[src/rtl/ldpc_cnu_pkg.sv]
// Shared types and helpers for the serial min-sum check-node controller.
// Holds the FSM state encoding, default geometry and the magnitude extractor.
package ldpc_cnu_pkg;

    typedef enum logic [1:0] {
        IDLE = 2'd0,
        ACC  = 2'd1,
        HOLD = 2'd2
    } state_t;

    localparam int W_DEF  = 6;
    localparam int DC_DEF = 8;

    // Width-agnostic: caller widens the message and slices the result.
    function automatic logic [31:0] mag_of(
        input logic [31:0] msg,
        input int          w
    );
        logic [31:0] mask;
        mask = (32'd1 << (w - 1)) - 32'd1;
        return msg & mask;
    endfunction

endpackage

[src/rtl/cnu_min_update.sv]
// Combinational min1/min2/position update for one incoming magnitude.
// Strict less-than: a tie with min1 lands in min2 and keeps the earlier idx.
module cnu_min_update #(
    parameter int MW   = 5,
    parameter int IDXW = 3
) (
    input  logic [MW-1:0]   min1,
    input  logic [MW-1:0]   min2,
    input  logic [IDXW-1:0] idx,
    input  logic [MW-1:0]   mag,
    input  logic [IDXW-1:0] p,
    output logic [MW-1:0]   min1_nxt,
    output logic [MW-1:0]   min2_nxt,
    output logic [IDXW-1:0] idx_nxt
);

    always_comb begin
        min1_nxt = min1;
        min2_nxt = min2;
        idx_nxt  = idx;
        if (mag < min1) begin
            min2_nxt = min1;
            min1_nxt = mag;
            idx_nxt  = p;
        end else if (mag < min2) begin
            min2_nxt = mag;
        end
    end

endmodule

[src/rtl/cnu_serial_row_ctrl.sv]
// Serial check-node controller: folds DC V2C beats into min1/min2/idx/sign.
// Optional OFFSET_MINSUM_EN applies a saturating offset at the row result.
module cnu_serial_row_ctrl
    import ldpc_cnu_pkg::*;
#(
    parameter int W      = 6,
    parameter int DC     = 8,
    parameter int IDXW   = 3,
    parameter int OFFSET = 1
) (
    input  logic            clk,
    input  logic            rst,
    input  logic            in_valid,
    output logic            in_ready,
    input  logic [W-1:0]    in_msg,
    output logic            out_valid,
    input  logic            out_ready,
    output logic [W-2:0]    out_min1,
    output logic [W-2:0]    out_min2,
    output logic [IDXW-1:0] out_idx,
    output logic            out_sign,
    output logic            busy
);

    localparam int MW = W - 1;

    state_t          state;
    state_t          state_nxt;
    logic [IDXW-1:0] count;
    logic [MW-1:0]   min1;
    logic [MW-1:0]   min2;
    logic [IDXW-1:0] idx;
    logic            sign;

    logic            accept;
    logic            last;
    logic [31:0]     mag_full;
    logic [MW-1:0]   mag;
    logic            s;
    logic [MW-1:0]   min1_nxt;
    logic [MW-1:0]   min2_nxt;
    logic [IDXW-1:0] idx_nxt;

    function automatic logic [MW-1:0] sat_sub(input logic [MW-1:0] v);
`ifdef OFFSET_MINSUM_EN
        if (int'(v) > OFFSET)
            return v - MW'(OFFSET);
        else
            return '0;
`else
        return v;
`endif
    endfunction

    assign accept   = in_valid && in_ready;
    assign mag_full = mag_of(32'(in_msg), W);
    assign mag      = mag_full[MW-1:0];
    assign s        = in_msg[W-1];
    assign last     = (state == ACC) && (count == IDXW'(DC - 1));

    cnu_min_update #(
        .MW   (MW),
        .IDXW (IDXW)
    ) u_min_update (
        .min1     (min1),
        .min2     (min2),
        .idx      (idx),
        .mag      (mag),
        .p        (count),
        .min1_nxt (min1_nxt),
        .min2_nxt (min2_nxt),
        .idx_nxt  (idx_nxt)
    );

    always_ff @(posedge clk or posedge rst) begin
        if (rst)
            state <= IDLE;
        else
            state <= state_nxt;
    end

    always_comb begin
        state_nxt = state;
        unique case (state)
            IDLE: if (accept) state_nxt = ACC;
            ACC:  if (accept && last) state_nxt = HOLD;
            HOLD: if (out_ready) state_nxt = IDLE;
            default: state_nxt = IDLE;
        endcase
    end

    always_comb begin
        in_ready  = (state != HOLD);
        out_valid = (state == HOLD);
        busy      = (state == ACC);
    end

    // Result registers capture the final beat's combinational update directly.
    always_ff @(posedge clk or posedge rst) begin
        if (rst) begin
            count    <= '0;
            min1     <= '0;
            min2     <= '0;
            idx      <= '0;
            sign     <= 1'b0;
            out_min1 <= '0;
            out_min2 <= '0;
            out_idx  <= '0;
            out_sign <= 1'b0;
        end else if (accept) begin
            unique case (state)
                IDLE: begin
                    min1  <= mag;
                    min2  <= '1;
                    idx   <= '0;
                    sign  <= s;
                    count <= IDXW'(1);
                end
                ACC: begin
                    min1  <= min1_nxt;
                    min2  <= min2_nxt;
                    idx   <= idx_nxt;
                    sign  <= sign ^ s;
                    count <= last ? '0 : count + 1'b1;
                    if (last) begin
                        out_min1 <= sat_sub(min1_nxt);
                        out_min2 <= sat_sub(min2_nxt);
                        out_idx  <= idx_nxt;
                        out_sign <= sign ^ s;
                    end
                end
                default: ;
            endcase
        end
    end

endmodule

[config.mk]
export PLATFORM = sky130hd
export DESIGN_NAME = cnu_serial_row_ctrl
export DESIGN_NICKNAME = d
export VERILOG_FILES = /design/src/rtl/ldpc_cnu_pkg.sv /design/src/rtl/cnu_min_update.sv /design/src/rtl/cnu_serial_row_ctrl.sv
export SDC_FILE = /design/constraint.sdc
export NUM_CORES = 1
export LEC_CHECK = 0
export ABC_CLOCK_PERIOD_IN_PS = 2300
export BUFFER_PORTS_ARGS = -buffer_cell sky130_fd_sc_hd__buf_2
export CAP_MARGIN = 20
export CORE_MARGIN = 2
export CORE_UTILIZATION = 56
export CTS_CLUSTER_DIAMETER = 120
export CTS_CLUSTER_SIZE = 40
export DETAILED_ROUTE_END_ITERATION = 12
export PLACE_DENSITY = 0.86
export SLEW_MARGIN = 30
export SYNTH_ARGS = -nofsm -noshare
export SYNTH_HDL_FRONTEND = slang
export SYNTH_SLANG_ARGS = --single-unit
[constraint.sdc]
create_clock -name clk -period 2.3 [get_ports clk]
set_input_delay 0.345 -clock clk [delete_from_list [all_inputs] [get_ports clk]]
set_output_delay 0.345 -clock clk [all_outputs]
set_load 0.02 [all_outputs]
==> results.json, run 1 <==
{
  "critical_path_peak_fanout": 5,
  "detailroute.via_count": 1484,
  "power.leakage_uw": 0.00104,
  "wl_per_cell_um": 14.1,
  "power_per_cell_area_mw_per_mm2": 1430,
  "post-route-cell-area_mm2": 0.00211,
  "fp.dieW_um": 61.5,
  "power_report.internal_total_uw": 1730,
  "finalSetupViolations": 0,
  "yosys.area.top_type_share": 0.447,
  "worstSetupStartpoint": "min1[2]",
  "mappedNetlistArea_mm2": 0.00185,
  "avgSynthCellArea_um2": 9.73,
  "core_mm2": 0.00310,
  "combinational_share_of_power": 0.511,
  "fp.dieH_um": 61.5,
  "postSynthRegisterBits": 33,
  "grt_usage": 0.237,
  "slew_headroom": 0.727,
  "r2r-start": "min1[2]",
  "clkLatencyLatePin_ps": 350,
  "timing.max_cap.violations": 0,
  "gp_routability_congestion": 0.903,
  "cts_hold_repair.buffers": 0,
  "cp_data_arrival_time_ps": 2220,
  "drt_iter0_drc": 94,
  "global_route_wire_length_before_repair_mm": 6.34,
  "switching_power_uw": 1300,
  "ctsRootBufferMaster": "sky130_fd_sc_hd__clkbuf_4",
  "io_pins": 27,
  "final-seq-area_um2": 826,
  "power.share.clock": 0.139,
  "grt_antenna_before_repair": 0,
  "antenna_cells_inserted": 0,
  "count_of_cells_along_the_worst_register_to_register_path": 7,
  "timing.critical_path.from_type": "flop",
  "tightest_slew_ps": 409,
  "synth_top_cells_by_area": "sky130_fd_sc_hd__dfrtp_1 45%, sky130_fd_sc_hd__mux2i_1 9.7%, sky130_fd_sc_hd__ha_1 6.8%",
  "syn2layout_area_growth_pct": 14.1,
  "clk_path_buf_depth": 2,
  "antenna_violating_nets_post_route": 0,
  "reg2reg_to": "min1[0]",
  "required_ps": 2530,
  "drt_wl_total_mm": 3.73,
  "drt_drc_violations_left": 0,
  "start_util": 0.596,
  "worstHoldPathType": "in -> async",
  "synth_area_leader_cell": "sky130_fd_sc_hd__dfrtp_1",
  "detailed_place.area_mm2": 0.00204,
  "hold_viol": 0,
  "cts-buffers-inserted": 5,
  "power_frac_seq": 0.350,
  "die-area_mm2": 0.00378,
  "reg2reg_setup_slack_ps": 310,
  "global_route_overflow": 0,
  "finalClockSkew_ps": 13.1,
  "netlist_instances": 190,
  "multiInputGateArea_um2": 936,
  "finalSetupTns_ps": 0,
  "run_status": "completed",
  "clock_tree.htree_level_count": 2,
  "yosysUniqueCellTypes": 28,
  "critical_path_endpoint": "min1[0]",
  "cp-end-kind": "flop",
  "detailedRoute.firstPassIterationCount": 4,
  "yosys_warnings": 0,
  "min_period_ps": 1990,
  "vdd.ir_drop.worst_v": 0.000834,
  "via_count_of_the_first_global_routing_pass": 1439,
  "slew_violations": 0,
  "fraction_of_final_layout_cells_sized_beyond_drive_strength_1": 0.217,
  "postSynthNetCount": 210,
  "timing.fmax_ghz": 0.503,
  "clk_transition_reported_paths_ps": 110,
  "placement_rows": 20,
  "cts_tree": "done",
  "timing.final.crit_share": 0.865,
  "sw_frac_of_total": 0.429,
  "detailed_place_hpwl_mm": 2.76,
  "design.final.nets": 241,
  "post_cts_buffers": 0,
  "grt_setup_unrepaired": "false",
  "grt_max_degree": 34,
  "post-route-util": 0.680,
  "seq_area_frac_synth": 0.447,
  "final.fill_count": 269,
  "numPortBuffers": 26,
  "critPathKind": "reg -> reg",
  "postCtsResizedCells": 0,
  "clock_sinks": 33,
  "viasPerCell": 5.60
}
[critical path, cell delays in order, from the launching register on]
cell,delay (ps)
sky130_fd_sc_hd__dfrtp_1,420
sky130_fd_sc_hd__inv_1,60
sky130_fd_sc_hd__ha_1,280
sky130_fd_sc_hd__a21o_1,150
sky130_fd_sc_hd__a31oi_1,170
sky130_fd_sc_hd__o21ai_2,100
sky130_fd_sc_hd__a21oi_2,300
sky130_fd_sc_hd__mux2_2,380
[per-layer routing]
metal  wire length [um]  global-route usage  up-vias
met4                 76               0.112        0
met3                150              0.0609        9
met5                  0                   0        -
li1                   -                   -      743
met1               1610               0.295      698
met2               1900               0.386       34
[registers in the layout, indices dropped and copies added (netlist names)]
register  cells
min1          5
min2          5
out_min1      5
out_min2      5
count         3
idx           3
out_idx       3
state         2
out_sign      1
sign          1
[power groups by stage]
stage	registers [uW]	logic (uW)	clock network [uW]
2_1_floorplan	1170	1060	0
3_3_place_gp	1060	1500	0
3_5_place_dp	1080	1560	0
4_1_cts	1060	1560	429
5_1_grt	1100	1740	449
6_report	1060	1550	419
[worst min-delay path by stage]
stage	startpoint	end	slack, ps	cells after the start
after floorplan	out_ready	state[1]	460	1
after global placement	rst	out_min2[3]	450	3
after detailed placement	rst	out_min2[3]	460	3
after CTS	rst	min1[4]	80	3
after global routing	rst	out_min2[3]	100	3
final	rst	min1[4]	70	3
[synthesized netlist by cell type]
library cell and number:
sky130_fd_sc_hd__nand4_1 1, sky130_fd_sc_hd__o211ai_1 9, sky130_fd_sc_hd__a21oi_1 4, sky130_fd_sc_hd__a31oi_1 6
sky130_fd_sc_hd__a21oi_2 2, sky130_fd_sc_hd__nor2_1 6, sky130_fd_sc_hd__buf_6 2, sky130_fd_sc_hd__o2111ai_1 4
sky130_fd_sc_hd__dfrtp_1 33, sky130_fd_sc_hd__and2_1 1, sky130_fd_sc_hd__mux2_2 5, sky130_fd_sc_hd__nand2_1 27
sky130_fd_sc_hd__mux2i_1 18, sky130_fd_sc_hd__inv_1 10, sky130_fd_sc_hd__nor2b_1 3, sky130_fd_sc_hd__buf_2 1
sky130_fd_sc_hd__ha_1 10, sky130_fd_sc_hd__o21ai_1 4, sky130_fd_sc_hd__clkbuf_1 4, sky130_fd_sc_hd__buf_1 2
sky130_fd_sc_hd__o21a_1 2, sky130_fd_sc_hd__nand2b_1 3, sky130_fd_sc_hd__o21ai_2 1, sky130_fd_sc_hd__xnor2_1 1
sky130_fd_sc_hd__nand3_1 11, sky130_fd_sc_hd__o21ai_0 14, sky130_fd_sc_hd__a21o_1 1, sky130_fd_sc_hd__a21boi_0 5
[layout make-up]
class,count,area share
flip-flops and latches,33,0.391
multi-input cells,138,0.444
clock inverters,2,0.0166
repair buffers,33,0.0866
well taps,44,0.0261
clock buffers,5,0.0178
inverters,10,0.0178
[cell families (layout without fill, tap and decap cells)]
kind of cell | after synthesis | after routing | synth area share
adders and majority gates | 10 | 10 | 0.0677
xor gates and xnor gates | 1 | 1 | 0.00474
AOI/OAI and AO/OA | 52 | 52 | 0.182
buffers and inverters | 19 | 50 | 0.0474
muxes | 23 | 23 | 0.128
and+or+nand+nor | 52 | 52 | 0.124
DFF | 33 | 33 | 0.447
[metrics by stage]
step	cells	power (uW)	hold WS [ps]	setup slack, ps
final	265	3030	72.7	311
after global routing	265	3290	103	208
after CTS	265	3050	79.8	302
after detailed placement	258	2630	464	254
after global placement	258	2560	450	289
after floorplan	190	2230	457	465
[cells in the final DEF (no fill, tap or decap), types with 2 or more instances in the layout]
cell type / n
sky130_fd_sc_hd__a21boi_0: 5
sky130_fd_sc_hd__a21oi_1: 4
sky130_fd_sc_hd__a21oi_2: 2
sky130_fd_sc_hd__a31oi_1: 6
sky130_fd_sc_hd__buf_2: 26
sky130_fd_sc_hd__buf_4: 7
sky130_fd_sc_hd__clkbuf_4: 5
sky130_fd_sc_hd__dfrtp_1: 33
sky130_fd_sc_hd__ha_1: 10
sky130_fd_sc_hd__inv_1: 10
sky130_fd_sc_hd__mux2_2: 5
sky130_fd_sc_hd__mux2i_1: 18
sky130_fd_sc_hd__nand2_1: 27
sky130_fd_sc_hd__nand2b_1: 3
sky130_fd_sc_hd__nand3_1: 11
sky130_fd_sc_hd__nor2_1: 6
sky130_fd_sc_hd__nor2b_1: 3
sky130_fd_sc_hd__o2111ai_1: 4
sky130_fd_sc_hd__o211ai_1: 9
sky130_fd_sc_hd__o21a_1: 2
sky130_fd_sc_hd__o21ai_0: 14
sky130_fd_sc_hd__o21ai_1: 4
Power figures use the tool's default switching activity.
==> inputs of run 2 (changes only) <==
==> constraint.sdc (replaced) <==
create_clock -name clk -period 2.3 [get_ports clk]
set_input_delay 0.115 -clock clk [delete_from_list [all_inputs] [get_ports clk]]
set_output_delay 0.115 -clock clk [all_outputs]
set_load 0.02 [all_outputs]
==> results.json, run 2 (synthesis results as in run 1) <==
{
  "clkLatencyLatePin_ps": 350,
  "postCtsResizedCells": 0,
  "slew_violations": 0,
  "timing.critical_path.from_type": "flop",
  "required_ps": 2530,
  "syn2layout_area_growth_pct": 15.8,
  "most-common-layout-cells": "33 x sky130_fd_sc_hd__dfrtp_1, 27 x sky130_fd_sc_hd__nand2_1, 26 x sky130_fd_sc_hd__buf_2",
  "power.leakage_uw": 0.00105,
  "clk_path_buf_depth": 2,
  "vdd.ir_drop.worst_v": 0.000712,
  "global_route_wire_length_before_repair_mm": 6.09,
  "numPortBuffers": 26,
  "finalSetupTns_ps": 0,
  "fp.dieW_um": 61.5,
  "run_status": "completed",
  "core_mm2": 0.00310,
  "wl_per_cell_um": 13.8,
  "cp-end-kind": "flop",
  "grt_antenna_before_repair": 0,
  "antenna_violating_nets_post_route": 0,
  "critPathKind": "reg -> reg",
  "critical_path_peak_fanout": 6,
  "via_count_of_the_first_global_routing_pass": 1394,
  "grt_usage": 0.231,
  "drt_iter0_drc": 39,
  "drt_wl_total_mm": 3.69,
  "multiInputGateArea_um2": 936,
  "grt_setup_unrepaired": "false",
  "detailed_place.area_mm2": 0.00204,
  "design.final.nets": 243,
  "detailedRoute.firstPassIterationCount": 4,
  "viasPerCell": 5.56,
  "clock_sinks": 33,
  "antenna_cells_inserted": 0,
  "slew_headroom": 0.729,
  "finalSetupViolations": 0,
  "drt_drc_violations_left": 0,
  "tightest_slew_ps": 406,
  "global_route_overflow": 0,
  "post_cts_buffers": 0,
  "gp_routability_congestion": 0.841,
  "cp_data_arrival_time_ps": 2280,
  "cts-buffers-inserted": 5,
  "design_power_total_uw": 3040,
  "timing.fmax_ghz": 0.489,
  "clock_tree.htree_level_count": 2,
  "power_per_cell_area_mw_per_mm2": 1420,
  "fp.dieH_um": 61.5,
  "start_util": 0.596,
  "detailroute.via_count": 1490,
  "post-route-cell-area_mm2": 0.00214,
  "detailed_place_hpwl_mm": 2.65,
  "hold_viol": 0,
  "cts_tree": "done",
  "final-seq-area_um2": 826,
  "ctsRootBufferMaster": "sky130_fd_sc_hd__clkbuf_4",
  "timing.final.crit_share": 0.890,
  "placement_rows": 20,
  "die-area_mm2": 0.00378,
  "worstHoldPathType": "in -> reg",
  "timing.max_cap.violations": 0,
  "cts_hold_repair.buffers": 2,
  "final.fill_count": 270,
  "fraction_of_final_layout_cells_sized_beyond_drive_strength_1": 0.219,
  "io_pins": 27,
  "final_common_cell": "sky130_fd_sc_hd__dfrtp_1",
  "min_period_ps": 2050,
  "grt_max_degree": 34,
  "finalClockSkew_ps": 11.3,
  "clk_transition_reported_paths_ps": 100
}
run 2: cell types whose count changed in the layout (fill, tap and decap cells not counted), sizes merged:
| cell | change |
|---|---|
| dlygate4sd3 | +2 |
| clkinvlp | +1 |
run 2: where the power goes:
| part | total (uW) | switching (uW) | leakage, uW | internal [uW] |
|---|---|---|---|---|
| clock | 445 | 215 | 0.0000414 | 230 |
| sequential | 1050 | 200 | 0.000399 | 849 |
| combinational | 1550 | 890 | 0.000613 | 657 |
run 2: final cells by class:
class	instances	share of cell area
Multi-Input combinational cell	138	0.437
Inverter	10	0.0175
Clock inverter	3	0.0216
Tap cell	44	0.0257
Timing Repair Buffer	35	0.0947
Clock buffer	5	0.0175
Sequential cell	33	0.386
run 2: per-layer routing:
layer / wire length [um] / vias to the layer above / track usage
met1: 1660 / 703 / 0.276
met4: 75 / 0 / 0.0973
met3: 155 / 8 / 0.0756
li1: - / 749 / -
met2: 1800 / 30 / 0.386
met5: 0 / - / 0
run 2: worst max-delay path: stages (launching register included):
cell                      delay [ps]
sky130_fd_sc_hd__dfrtp_1         400
sky130_fd_sc_hd__inv_1            50
sky130_fd_sc_hd__ha_1            280
sky130_fd_sc_hd__a21o_1          160
sky130_fd_sc_hd__a31oi_1         180
sky130_fd_sc_hd__o21ai_2         160
sky130_fd_sc_hd__a21oi_2         320
sky130_fd_sc_hd__mux2_2          380
run 2: through the flow:
step | hold WS [ps] | std cells | util | setup slack, ps
final | 69.4 | 268 | 0.690 | 254
after global routing | 75.8 | 268 | 0.690 | 94.9
after CTS | 61.3 | 268 | 0.690 | 241
after detailed placement | 224 | 258 | 0.656 | 255
after global placement | 219 | 258 | 0.656 | 321
after floorplan | 227 | 190 | - | 465
run 2: worst paths after layout:
| kind | start | endpoint | slack, ps | cells after the start |
|---|---|---|---|---|
| max | min1[2] | min1[1] | 250 | 7 |
| min | in_valid | state[0] | 70 | 3 |
| max reg2reg | min1[2] | min1[1] | 250 | 7 |
| min reg2reg | out_min1[2] | out_min1[2] | 480 | 2 |
| max in group asynchronous | rst | min1[2] | 1580 | 4 |
| min in group asynchronous | rst | out_idx[0] | 410 | 4 |
